File: config.mk
export PLATFORM = sky130hd
export DESIGN_NAME = ring_router_node
export DESIGN_NICKNAME = d
export VERILOG_FILES = /design/src/rtl/ring_router_node.sv
export SDC_FILE = /design/constraint.sdc
export NUM_CORES = 1
export LEC_CHECK = 0
export BUFFER_PORTS_ARGS = -buffer_cell sky130_fd_sc_hd__clkbuf_2
export CAP_MARGIN = 20
export CORE_ASPECT_RATIO = 0.75
export CORE_MARGIN = 2
export CORE_UTILIZATION = 25
export CTS_BUF_LIST = sky130_fd_sc_hd__clkbuf_8
export CTS_CLUSTER_SIZE = 30
export DETAILED_ROUTE_END_ITERATION = 10
export HOLD_SLACK_MARGIN = 0.05
export PLACE_DENSITY_LB_ADDON = 0.25
export REMOVE_ABC_BUFFERS = 1
export SYNTH_ARGS = -nofsm -noshare
export SYNTH_HDL_FRONTEND = slang
export SYNTH_SLANG_ARGS = --single-unit
File: constraint.sdc
create_clock -name clk -period 4.8 [get_ports clk]
set_input_delay 0.96 -clock clk [delete_from_list [all_inputs] [get_ports clk]]
set_output_delay 0.96 -clock clk [all_outputs]
set_load 0.01 [all_outputs]
File: src/rtl/ring_router_node.sv
// rtl/ring_router_node.sv - one node of the bidirectional two-VC ring NoC
//
// Ports:
//   clk, reset            clock, synchronous active-low reset
//   polarity              current VC phase (write phase = polarity, read phase = ~polarity)
//   cwsi/cwri/cwdi        cw link input from upstream (send, ready, data)
//   ccwsi/ccwri/ccwdi     ccw link input from upstream
//   pesi/peri/pedi        PE injection
//   cwso/cwro/cwdo        cw link output to downstream
//   ccwso/ccwro/ccwdo     ccw link output to downstream
//   peso/pero/pedo        PE ejection
// Packet map: [63] vc, [62] dir, [61:56] res, [55:48] hop, [47:32] src, [31:0] payload
module ring_router_node #(
    parameter int PAC_SIZE = 64
) (
    input  logic                clk,
    input  logic                reset,
    output logic                polarity,
    input  logic                cwsi,
    output logic                cwri,
    input  logic [PAC_SIZE-1:0] cwdi,
    input  logic                ccwsi,
    output logic                ccwri,
    input  logic [PAC_SIZE-1:0] ccwdi,
    input  logic                pesi,
    output logic                peri,
    input  logic [PAC_SIZE-1:0] pedi,
    output logic                cwso,
    input  logic                cwro,
    output logic [PAC_SIZE-1:0] cwdo,
    output logic                ccwso,
    input  logic                ccwro,
    output logic [PAC_SIZE-1:0] ccwdo,
    output logic                peso,
    input  logic                pero,
    output logic [PAC_SIZE-1:0] pedo
);

    logic                r_pol;
    logic                r_rr;
    logic [1:0]          r_cw_v;
    logic [1:0]          r_ccw_v;
    logic [1:0]          r_pe_v;
    logic [PAC_SIZE-1:0] r_cw_d  [0:1];
    logic [PAC_SIZE-1:0] r_ccw_d [0:1];
    logic [PAC_SIZE-1:0] r_pe_d  [0:1];

    // Read side always uses the VC opposite to the one being written.
    logic                w_q;
    logic [PAC_SIZE-1:0] w_cw_pkt, w_ccw_pkt, w_pe_pkt;
    logic                w_cw_vld, w_ccw_vld, w_pe_vld;
    logic                w_cw_ej, w_cw_fw, w_ccw_ej, w_ccw_fw;
    logic                w_cwo_cw, w_cwo_pe, w_ccwo_ccw, w_ccwo_pe;
    logic                w_peo_cw, w_peo_ccw, w_tie;
    logic                w_cw_clr, w_ccw_clr, w_pe_clr;
    logic [PAC_SIZE-1:0] w_cw_fwd, w_ccw_fwd, w_pe_out;

    assign w_q       = ~r_pol;
    assign w_cw_pkt  = r_cw_d[w_q];
    assign w_ccw_pkt = r_ccw_d[w_q];
    assign w_pe_pkt  = r_pe_d[w_q];
    assign w_cw_vld  = r_cw_v[w_q];
    assign w_ccw_vld = r_ccw_v[w_q];
    assign w_pe_vld  = r_pe_v[w_q];

    // hop[7:1] == 0 means this is the last hop: eject locally.
    assign w_cw_ej   = w_cw_vld  && (w_cw_pkt[55:49]  == 7'd0);
    assign w_cw_fw   = w_cw_vld  && !w_cw_ej;
    assign w_ccw_ej  = w_ccw_vld && (w_ccw_pkt[55:49] == 7'd0);
    assign w_ccw_fw  = w_ccw_vld && !w_ccw_ej;

    // Grants are suppressed during reset so a discarded packet never pulses out.
    assign w_cwo_cw   = reset && w_cw_fw;
    assign w_cwo_pe   = reset && !w_cw_fw && w_pe_vld && !w_pe_pkt[62];
    assign w_ccwo_ccw = reset && w_ccw_fw;
    assign w_ccwo_pe  = reset && !w_ccw_fw && w_pe_vld && w_pe_pkt[62];
    assign w_tie      = w_cw_ej && w_ccw_ej;
    assign w_peo_cw   = reset && w_cw_ej  && (!w_ccw_ej || !r_rr);
    assign w_peo_ccw  = reset && w_ccw_ej && (!w_cw_ej  ||  r_rr);

    assign cwso  = (w_cwo_cw || w_cwo_pe) && cwro;
    assign ccwso = (w_ccwo_ccw || w_ccwo_pe) && ccwro;
    assign peso  = (w_peo_cw || w_peo_ccw) && pero;

    // Outgoing packets carry the current phase as their VC; forwards halve hop.
    assign w_cw_fwd  = {r_pol, w_cw_pkt[62:56],  1'b0, w_cw_pkt[55:49],  w_cw_pkt[47:0]};
    assign w_ccw_fwd = {r_pol, w_ccw_pkt[62:56], 1'b0, w_ccw_pkt[55:49], w_ccw_pkt[47:0]};
    assign w_pe_out  = {r_pol, w_pe_pkt[62:0]};

    assign cwdo  = cwso  ? (w_cwo_cw   ? w_cw_fwd  : w_pe_out) : '0;
    assign ccwdo = ccwso ? (w_ccwo_ccw ? w_ccw_fwd : w_pe_out) : '0;
    assign pedo  = peso  ? (w_peo_cw ? {r_pol, w_cw_pkt[62:0]} : {r_pol, w_ccw_pkt[62:0]}) : '0;

    assign w_cw_clr  = (w_cwo_cw   && cwro)  || (w_peo_cw  && pero);
    assign w_ccw_clr = (w_ccwo_ccw && ccwro) || (w_peo_ccw && pero);
    assign w_pe_clr  = (w_cwo_pe && cwro) || (w_ccwo_pe && ccwro);

    assign polarity = r_pol;
    assign cwri     = reset && !r_cw_v[r_pol];
    assign ccwri    = reset && !r_ccw_v[r_pol];
    assign peri     = reset && !r_pe_v[r_pol];

    always_ff @(posedge clk) begin
        if (!reset) begin
            r_pol      <= 1'b0;
            r_rr       <= 1'b0;
            r_cw_v     <= 2'b00;
            r_ccw_v    <= 2'b00;
            r_pe_v     <= 2'b00;
            r_cw_d[0]  <= '0;
            r_cw_d[1]  <= '0;
            r_ccw_d[0] <= '0;
            r_ccw_d[1] <= '0;
            r_pe_d[0]  <= '0;
            r_pe_d[1]  <= '0;
        end else begin
            r_pol <= ~r_pol;
            // Pointer moves to the loser only on a genuine tie.
            if (w_tie) begin
                r_rr <= ~r_rr;
            end
            // Write index (r_pol) and clear index (w_q) always differ.
            if (cwsi && cwri) begin
                r_cw_v[r_pol] <= 1'b1;
                r_cw_d[r_pol] <= cwdi;
            end
            if (ccwsi && ccwri) begin
                r_ccw_v[r_pol] <= 1'b1;
                r_ccw_d[r_pol] <= ccwdi;
            end
            if (pesi && peri) begin
                r_pe_v[r_pol] <= 1'b1;
                r_pe_d[r_pol] <= pedi;
            end
            if (w_cw_clr) begin
                r_cw_v[w_q] <= 1'b0;
            end
            if (w_ccw_clr) begin
                r_ccw_v[w_q] <= 1'b0;
            end
            if (w_pe_clr) begin
                r_pe_v[w_q] <= 1'b0;
            end
        end
    end

endmodule

==> reports/qor.txt <==
Drt drc = 0
Hold Path Class = reg -> reg
Syn avg cell area = 13.0 um^2
Outcome = finished, final reports clean
Die height = 248 um
Final Hold Viols = 0
Synth Register Bits = 386
Largest cells by area after synthesis = edfxtp_1 (57%), and2_1 (12%), mux2i_1 (8.5%), mux2_2 (3.2%), a211oi_1 (2.8%)
Root buf cell = clkbuf_8
Worst Slack Setup Final = 172 ps
Achievable clock frequency = 216 MHz
Least-Margin Pin Slew = 1080 ps
Max transition margin = 0.282
Distinct cells, synth = 49
Area share of the largest cell type after synthesis = 0.573
Iteration-0 DRC Markers = 705
First-pass GRT wire length = 96600 um
Req. time, crit path = 3840 ps
Die area = 81600 um^2
Final setup vio count = 0
Slew Viols, Final = 0
Synth warn = 0
Drt first pass iters = 6
GP Congestion = 0.748
Worst Setup Start Kind = flop
CTS sink count = 386
Fin Clk Skew = 25.7 ps
Clk Latency, worst-skew pair = 660 ps
Synthesized area = 19800 um^2
Number of flops mapped to enable cells by yosys = 378
Max FO, Critical Path = 42
H-tree levels = 3
Cells after synthesis = 1521
Max-cap violations = 0
# IOs = 399
CTS tree = built
CTS Buf Count = 75
Final period utilization = 0.964
# hold bufs at CTS = 0
P_int = 6.01 mW
DIE WIDTH = 329 um
Core area = 78600 um^2
Share of cells above drive strength 1 = 0.337
Seq pwr share = 0.495
Final WL = 68000 um
Vias in the first global route = 14500
DP Wirelength = 42400 um
RSZ-0062 raised after global routing = false
# fillers = 8083
ANT cells = 0
Pin count of the biggest net entering global routing = 81
Rows = 89
Initial antenna violation count = 8
Vias/cell = 4.61
Vias = 13800
Clock power frac = 0.391
Total congestion overflow = 0
Nets@finish = 2101
Worst vdd ir = 0.152 mV
Post-synth top area cell = edfxtp_1
Psw = 2.11 mW
PortBufs = 388
Fin Setup TNS = 0 ps
Post-layout minimum cycle time = 4630 ps
Logic pwr share = 0.114
Initial Util = 0.252
Arrival time at the worst endpoint = 3670 ps
P_leak = 9.49 nW
Worst Setup End Kind = output pin
Kind of critical path = reg -> out
Pwr/cell area = 334 nW/um^2
Final core utilization = 0.309
Clock Path Buffers = 3
Post-route ant nets = 0
CTS clk-pin slew, worst paths = 60 ps
GR Util All Layers = 0.163
Sequential share of the synthesized area = 0.581
Sw Share = 0.260
Area Growth Syn to Fin = 22.5%
Pre-CTS WS = 655 ps
Synth async-reset ratio = 0
Primary FF master, synth = edfxtp_1
Avg WL per Cell = 22.7 um
-- repair_timing --
action / 4_1_cts / 5_1_grt
resized for setup: 0 / 1
setup buffers: 0 / 0
endpoints found under the setup margin: 0 / 22
-- sequential cells by signal (all words and copies together) (netlist names) --
signal,cells
r_pe_v,2
r_ccw_v,2
r_cw_d,126
r_cw_v,2
polarity,1
r_rr,1
r_ccw_d,126
r_pe_d,126
-- synthesized netlist by cell type, types with 3 or more instances --
master,count
a211oi_1,75
nor4_1,6
nor2b_1,74
mux2_2,57
and2_1,382
and3_1,6
buf_2,39
buf_1,5
nand2_1,11
mux2i_1,168
clkbuf_1,55
a21oi_1,60
mux4_2,14
nor2_1,59
dfxtp_1,8
edfxtp_1,378
nand2b_1,8
a211oi_2,41
nand3_1,3
buf_6,9
buf_4,22
inv_1,5
o21ai_0,3
-- stage by stage --
step	instance area (um^2)	std cells	hold WS, ps	power (mW)
6_report	24300	2996	506	8.12
5_1_grt	24300	2996	525	8.48
4_1_cts	24300	2995	497	8.25
3_5_place_dp	22900	2869	490	5.03
3_3_place_gp	22900	2869	479	5.01
2_1_floorplan	19200	1397	459	4.67
-- cells by family (layout without fill, tap and decap cells) --
group | Yosys count | in the layout | share of synthesized area
simple gates | 559 | 560 | 0.170
mux | 240 | 240 | 0.134
compound gates | 199 | 199 | 0.0795
buf+inv | 136 | 558 | 0.0358
other cells | 1 | 7 | 0.000189
flops | 386 | 386 | 0.581
-- metal layers --
| metal | GRT usage | vias up | share of wire |
|---|---|---|---|
| li1 | - | 6284 | - |
| met1 | 0.205 | 6916 | 0.43 |
| met2 | 0.277 | 450 | 0.48 |
| met3 | 0.0418 | 133 | 0.066 |
| met4 | 0.0509 | 16 | 0.023 |
| met5 | 0 | - | 0.0014 |
-- worst paths after layout --
check	cells after the start	slack, ps	from	endpoint
max	8	170	polarity	ccwdo[24]
min	2	510	r_rr	r_rr
max reg2reg	4	1510	polarity	r_cw_d[1][27]
min reg2reg	2	510	r_rr	r_rr
-- area by class of cell --
type	instances	area, um^2	share of cell area
Inverter	6	22.5	0.000927
Clock buffer	78	1070	0.0442
Sequential cell	386	11500	0.474
Clock inverter	48	295	0.0122
Tap cell	1046	1310	0.0539
Timing Repair Buffer	426	2330	0.0960
Multi-Input combinational cell	1006	7740	0.319
-- power by group through the flow --
stage               Combinational (mW)  Clock (mW)  Sequential (mW)
floorplan                        0.562           0             4.11
global placement                 0.934           0             4.08
detailed placement               0.947           0             4.09
CTS                              0.950        3.28             4.02
global route                      1.01        3.43             4.04
finish                           0.929        3.17             4.02
-- placed cells by master, fill, tap and decap left out, drive strengths merged, types with 3 or more instances in the layout --
cell    netlist  final
a211oi      116    116
a21oi        62     62
and2        382    383
and3          6      6
buf          75     38
bufinv        0      4
clkbuf       55    466
clkinv        1     26
conb          1      7
dfxtp         8      8
edfxtp      378    378
inv           5     24
mux2         57     57
mux2i       169    169
mux4         14     14
nand2        13     13
nand2b        8      8
nand3         3      3
nor2         59     59
nor2b        74     74
nor3          3      3
nor4          8      8
o21ai         4      4
-- worst max-delay path: stages, from the launching register on --
cell	delay, ps
dfxtp_4	720
nor4b_2	370
nand2_2	220
nand4_4	520
buf_12	330
buf_4	230
nor2_1	60
a211oi_1	310
clkbuf_2	200
(Power assumes the default switching activity.)
